--- src/rtl/chip_ctrl_pkg.sv ---
// chip_ctrl_pkg: opcodes, controller states and response bytes shared by the
// chip stepping controller and its testbench.
package chip_ctrl_pkg;

    typedef enum logic [7:0] {
        OP_SET_IN  = 8'h01,
        OP_STEP    = 8'h02,
        OP_RST_ON  = 8'h03,
        OP_RST_OFF = 8'h04,
        OP_READ    = 8'h05
    } opcode_e;

    typedef enum logic [2:0] {
        IDLE,
        ARG1,
        ARG2,
        CLK_HI,
        CLK_LO,
        SEND0,
        SEND1
    } state_e;

    localparam logic [7:0] ACK = 8'hA5;
    localparam logic [7:0] ERR = 8'hEE;

endpackage

--- src/rtl/chip_clk_gen.sv ---
// chip_clk_gen: emits n pulses of a stepped clock, HALF_PERIOD cycles high then
// HALF_PERIOD cycles low each; done is high in the last low cycle of the last pulse.
module chip_clk_gen #(
    parameter int HALF_PERIOD = 4
) (
    input  logic       clock,
    input  logic       reset,
    input  logic       start,
    input  logic [8:0] n,
    output logic       chip_clock,
    output logic       done
);

    logic       run_q, run_d, hi_q, hi_d, last;
    logic [7:0] ph_q, ph_d;
    logic [8:0] cnt_q, cnt_d;

    always_comb begin
        last  = ph_q == 8'(HALF_PERIOD - 1);
        done  = run_q && !hi_q && last && cnt_q == 9'd1;
        run_d = start || (run_q && !done);
        hi_d  = start ? 1'b1 : (run_q && last) ? (!hi_q && !done) : hi_q;
        ph_d  = (start || !run_q || last) ? 8'd0 : ph_q + 8'd1;
        // the pulse count drops at the end of each low phase
        cnt_d = start ? n : (run_q && last && !hi_q) ? cnt_q - 9'd1 : cnt_q;
    end

    always_ff @(posedge clock) begin
        if (!reset) begin
            run_q <= 1'b0;
            hi_q  <= 1'b0;
            ph_q  <= 8'd0;
            cnt_q <= 9'd0;
        end else begin
            run_q <= run_d;
            hi_q  <= hi_d;
            ph_q  <= ph_d;
            cnt_q <= cnt_d;
        end
    end

    assign chip_clock = hi_q;

endmodule

--- src/rtl/chip_step_ctrl.sv ---
// chip_step_ctrl: byte-command controller between the UART harness and my_chip;
// sets chip inputs, steps the chip clock, drives chip reset and reads chip outputs.
module chip_step_ctrl #(
    parameter int HALF_PERIOD = 4
) (
    input  logic        clock,
    input  logic        reset,
    input  logic [7:0]  rx_data,
    input  logic        rx_valid,
    output logic        rx_ready,
    output logic [7:0]  tx_data,
    output logic        tx_valid,
    input  logic        tx_ready,
    output logic [11:0] chip_inputs,
    input  logic [11:0] chip_outputs,
    output logic        chip_clock,
    output logic        chip_reset,
    output logic        busy
);

    import chip_ctrl_pkg::*;

    state_e      state_q, state_d;
    logic        en_q, set_q, set_d, rst_q, rst_d, start, done, rx_fire, tx_fire;
    logic [3:0]  arg_q, arg_d;
    logic [11:0] inputs_q, inputs_d, snap_q, snap_d;
    logic [7:0]  tx_data_q, tx_data_d;

    chip_clk_gen #(.HALF_PERIOD(HALF_PERIOD)) u_clk_gen (
        .clock      (clock),
        .reset      (reset),
        .start      (start),
        .n          ({rx_data == 8'd0, rx_data}),
        .chip_clock (chip_clock),
        .done       (done)
    );

    // en_q keeps rx_ready low while reset is held and raises it one cycle after release
    assign rx_ready    = en_q && (state_q == IDLE || state_q == ARG1 || state_q == ARG2);
    assign tx_valid    = state_q == SEND0 || state_q == SEND1;
    assign busy        = state_q != IDLE;
    assign rx_fire     = rx_valid && rx_ready;
    assign tx_fire     = tx_valid && tx_ready;
    assign tx_data     = tx_data_q;
    assign chip_inputs = inputs_q;
    assign chip_reset  = rst_q;

    always_comb begin
        state_d   = state_q;
        set_d     = set_q;
        arg_d     = arg_q;
        inputs_d  = inputs_q;
        rst_d     = rst_q;
        snap_d    = snap_q;
        tx_data_d = tx_data_q;
        start     = 1'b0;
        case (state_q)
            IDLE: if (rx_fire) begin
                set_d = rx_data == OP_SET_IN;
                case (rx_data)
                    OP_SET_IN, OP_STEP: state_d = ARG1;
                    OP_RST_ON, OP_RST_OFF: begin
                        rst_d     = rx_data == OP_RST_ON;
                        tx_data_d = ACK;
                        state_d   = SEND1;
                    end
                    OP_READ: begin
                        snap_d    = chip_outputs;
                        tx_data_d = {4'h0, chip_outputs[11:8]};
                        state_d   = SEND0;
                    end
                    default: begin
                        tx_data_d = ERR;
                        state_d   = SEND1;
                    end
                endcase
            end
            ARG1: if (rx_fire) begin
                arg_d   = rx_data[3:0];
                start   = !set_q;
                state_d = set_q ? ARG2 : CLK_HI;
            end
            ARG2: if (rx_fire) begin
                inputs_d  = {arg_q, rx_data};
                tx_data_d = ACK;
                state_d   = SEND1;
            end
            CLK_HI: state_d = chip_clock ? CLK_HI : CLK_LO;
            CLK_LO: begin
                tx_data_d = done ? ACK : tx_data_q;
                state_d   = done ? SEND1 : chip_clock ? CLK_HI : CLK_LO;
            end
            SEND0: if (tx_fire) begin
                tx_data_d = snap_q[7:0];
                state_d   = SEND1;
            end
            SEND1: state_d = tx_fire ? IDLE : SEND1;
            default: state_d = IDLE;
        endcase
    end

    always_ff @(posedge clock) begin
        if (!reset) begin
            state_q   <= IDLE;
            en_q      <= 1'b0;
            set_q     <= 1'b0;
            arg_q     <= 4'h0;
            inputs_q  <= 12'h000;
            rst_q     <= 1'b1;
            snap_q    <= 12'h000;
            tx_data_q <= 8'h00;
        end else begin
            state_q   <= state_d;
            en_q      <= 1'b1;
            set_q     <= set_d;
            arg_q     <= arg_d;
            inputs_q  <= inputs_d;
            rst_q     <= rst_d;
            snap_q    <= snap_d;
            tx_data_q <= tx_data_d;
        end
    end

endmodule

--- config.mk ---
export PLATFORM = sky130hd
export DESIGN_NAME = chip_step_ctrl
export DESIGN_NICKNAME = d
export VERILOG_FILES = /design/src/rtl/chip_ctrl_pkg.sv /design/src/rtl/chip_clk_gen.sv /design/src/rtl/chip_step_ctrl.sv
export SDC_FILE = /design/constraint.sdc
export NUM_CORES = 1
export LEC_CHECK = 0
export BUFFER_PORTS_ARGS = -buffer_cell sky130_fd_sc_hd__clkbuf_2
export CAP_MARGIN = 15
export CORE_MARGIN = 5
export CORE_UTILIZATION = 50
export CTS_CLUSTER_DIAMETER = 60
export DETAILED_ROUTE_END_ITERATION = 16
export PLACE_DENSITY = 0.72
export SYNTH_ARGS = -nofsm -noshare
export SYNTH_HDL_FRONTEND = slang
export SYNTH_SLANG_ARGS = --single-unit
--- constraint.sdc ---
create_clock -name clock -period 3.05 [get_ports clock]
set_input_delay 0.1525 -clock clock [delete_from_list [all_inputs] [get_ports clock]]
set_output_delay 0.1525 -clock clock [all_outputs]
set_load 0.05 [all_outputs]
==> results.txt <==
The total routing resource utilization after global routing came out at 19.0%. The tightest min-delay check is of the in2reg type. For the final routed database, the setup TNS stands at 0 ps. The starting utilization of the core area came out at 51.2%.

The number of placement rows is 27. The number of gates resized after cts came out at 0. The number of buffers between clock root and the deepest sink came out at 2. The number of synthesized register bits is 57.

The count of cells along the worst hold path is 3. The die covers 0.00724 mm^2. The most used flip-flop cell after synthesis is dfxtp_1. Setup repair after global routing left no endpoint under its margin. In this run the static leakage power is 1.38 nW.

The number of cells on the worst reg-to-reg path is 5. The wire-length estimate of the detail-placed layout is 4.62 mm. The number of nets in the synthesized netlist is 380.

The most critical setup path has its startpoint at u_clk_gen.cnt_q[3]$_SDFFE_PN0P_. Setup violations remaining at the end of the flow were counted as 0. The number of top-level pins came out at 49. The remaining global-route overflow is 0. The max-slew violation count is 0. The worst hold path begins at chip_outputs[1]. The growth of design area from synthesis to finish came out at 18.2%. The run finished with clean final reports. After layout, the minimum clock period comes to 2290 ps.

In this run the power spent charging and discharging nets is 525 uW. The class of the most critical setup path is reg2reg. In the layout the commonest cells are nand2_1, dfxtp_1, clkbuf_2. In the routed layout, each cell is associated on average with a via count of 5.42. In this run the remaining antenna-violating nets after routing total 0. The post-synthesis async set-or-reset flop share came out at 0%.

The post-synthesis cell type count came out at 49. The area of the mapped netlist is 0.00282 mm^2. Summed over all instances, the cell type with the most area after synthesis is dfxtp_1. The filler cells instantiated in the layout total 502. The clock insertion delay at the later pin of the skew report came out at 340 ps. The number of synthesized flops with an enable pin is 0.

The multi-input combinational cell area is 0.00153 mm^2. The capture instance of the worst register-to-register path is tx_data[0]$_SDFFE_PN0P_. The via total after detailed routing is 2,567.

The number of global-route vias before repair came out at 2,493. During placement, the flow inserted port buffers numbering 48. The ratio of cells with drive above 1 in the final layout is 19.7%.

In this run switching power makes up 28.3% of total power. After synthesis, the mean cell area works out to 7.98 um^2. The internal power consumption came out at 1.33 mW. The worst register-to-register path begins at u_clk_gen.cnt_q[3]$_SDFFE_PN0P_. The total power per unit cell area came out at 557 mW/mm^2. TritonCTS built the clock tree. The violation count after the first detailed-routing iteration came out at 221. The floorplan step set the die height to 85.1 um.

The number of CTS-inserted buffers is 9. Leaving out fill and tap cells, the most frequent cell in the layout is nand2_1. The required time at the endpoint of the critical path is 3270 ps.

The number of hold violations in the final report is 0. In the synthesized netlist, the number of instances is 353. Along the worst path, the maximum fanout reaches 8.

The antenna diode count came out at 0. The number of detailed-route iterations in the first pass is 4. The maximum vdd ir drop came out at 600 uV. For this run, the top clock speed supported by timing is 0.438 GHz. The relative slew slack came out at 65.2%. The number of antenna violations at the first check in global routing is 0. The clock share of power is 43.1%. The cell sitting at the root of the clock tree is a clkbuf_8. The transition time at the pin with the least slew margin came out at 508 ps.

Combinational logic burns 14.5% of the power. The smallest hold slack came out at 36.2 ps. The share of synthesized area in the top cell type comes to 40.5%. The post-cts hold buffer count is 0.

The storage element area came out at 0.00114 mm^2. The launching element type of the critical path is a register. The Yosys step of the flow raised 0 warnings. The die is 85.1 um wide.

The wire length per cell after detailed routing is 13.7 um. The path with the worst hold slack has its endpoint at snap_q[1]$_SDFFE_PN0P_. The worst setup path is captured at a register. The number of design rule violations left after detail routing is 0. The first global-routing pass estimated 11.2 mm of wire. Entering global routing, the biggest net connects 34 pins.

In the final design database the tool counted 424 nets. Yosys attributes the largest share of cell area to dfxtp_1, nand2_1, a21oi_1. The number of H-tree branching levels came out at 3. The total routed wirelength is 6.52 mm.

Max-cap violations in this run came to 0. The final period utilization came out at 74.9%. The worst setup skew after layout is 8.59 ps.

The number of buffers inserted by post-CTS setup repair came out at 0. The tree built by TritonCTS fans out to 57 sinks. The share of total power in sequential cells came out at 42.4%. After floorplanning, the core was sized to cover 0.00551 mm^2.

The register area share after synthesis is 40.5%. For flop-to-flop paths, the worst setup slack is 760 ps. Data on the critical path arrives at its endpoint at 2510 ps. Routability-driven placement finished with a final weighted congestion of 0.848. The clock edge transition at the registers on the reported setup and hold paths is 70 ps.
==> cells in the mapped netlist (2+ instances only) <==
master    number
and3_1         3
or2_2          2
nor4_1         3
and2_1         2
o21a_1         2
o221ai_1       2
buf_1          2
mux2i_1       14
a31o_2         2
nor3_1         9
o31ai_1        3
nor2b_1        4
a41o_1         3
xor2_1         8
clkbuf_1      17
a221oi_1       2
a211oi_1       3
inv_1         15
dfxtp_1       57
ha_1           3
nand2b_1       4
a21oi_1       36
a31oi_1        2
nor4b_1        2
nand3_1       14
o21ai_0       20
nand4_1        5
nor2_1        29
xnor2_1        8
nand2_1       58
==> power by group through the flow <==
| stage | Sequential (mW) | Clock (mW) | Combinational [mW] |
|---|---|---|---|
| floorplan | 0.855 | 0 | 0.145 |
| global placement | 0.801 | 0 | 0.264 |
| detailed placement | 0.803 | 0 | 0.267 |
| CTS | 0.785 | 0.814 | 0.269 |
| global route | 0.789 | 0.853 | 0.292 |
| finish | 0.786 | 0.800 | 0.269 |
==> cell type report <==
type                       instances  area share, %
clock buffer                      10           4.13
timing repair buffer              53           8.34
multi-input combinational        260           46.1
clock inverter                     6           2.70
tap                               72           2.70
sequential                        57           34.3
inverter                          16           1.80
==> flip-flops by register name, indices dropped and copies added, names as in the netlist <==
signal / count
u_clk_gen.cnt_q: 9
en_q: 1
tx_data: 8
set_q: 1
u_clk_gen.run_q: 1
chip_reset: 1
state_q: 3
chip_inputs: 12
u_clk_gen.ph_q: 8
snap_q: 8
arg_q: 4
u_clk_gen.chip_clock: 1
==> routing by layer <==
metal | up-vias | GRT usage [%] | wire, um
met5 | - | 0 | 0
met4 | 0 | 9.78 | 99
met3 | 10 | 4.56 | 403
met2 | 73 | 30.9 | 3100
met1 | 1165 | 23.3 | 2910
li1 | 1319 | - | -
==> per-stage QoR <==
| stage | area (um^2) | instances | util, % | setup slack [ps] | total power, mW |
|---|---|---|---|---|---|
| 2_1_floorplan | 2820 | 353 | - | 988 | 1.00 |
| 3_3_place_gp | 3100 | 458 | 56.4 | 838 | 1.07 |
| 3_5_place_dp | 3100 | 458 | 56.4 | 787 | 1.07 |
| 4_1_cts | 3330 | 474 | 60.5 | 779 | 1.87 |
| 5_1_grt | 3330 | 474 | 60.5 | 701 | 1.93 |
| 6_report | 3330 | 474 | 60.5 | 765 | 1.85 |
==> critical path, cell delays in order (launching register included) <==
cell     delay, ps
dfxtp_1        340
or4_4          580
nor4_4         280
nand4_2        210
a31o_1         420
o31a_1         340
==> kinds of logic (layout without fill, tap and decap cells) <==
logic type	count (synthesis)	in the layout	synth area share, %
XOR/XNOR	16	16	4.97
AO/OA/AOI/OAI	81	81	17.4
flip-flops	57	57	40.5
adder cells (fa/ha/maj)	3	3	1.33
multiplexers	14	14	4.97
AND/OR/NAND/NOR	146	146	25.8
buffers and inverters	36	85	5.06
==> worst max-delay path by stage <==
stage                              endpoint  cells past startpoint  slack (ps)
floorplan           tx_data[0]$_SDFFE_PN0P_                      6         990
global placement    tx_data[0]$_SDFFE_PN0P_                      5         840
detailed placement  tx_data[0]$_SDFFE_PN0P_                      5         790
CTS                 tx_data[0]$_SDFFE_PN0P_                      5         780
global route        tx_data[0]$_SDFFE_PN0P_                      5         700
finish              tx_data[0]$_SDFFE_PN0P_                      5         760
(Power assumes the default switching activity.)
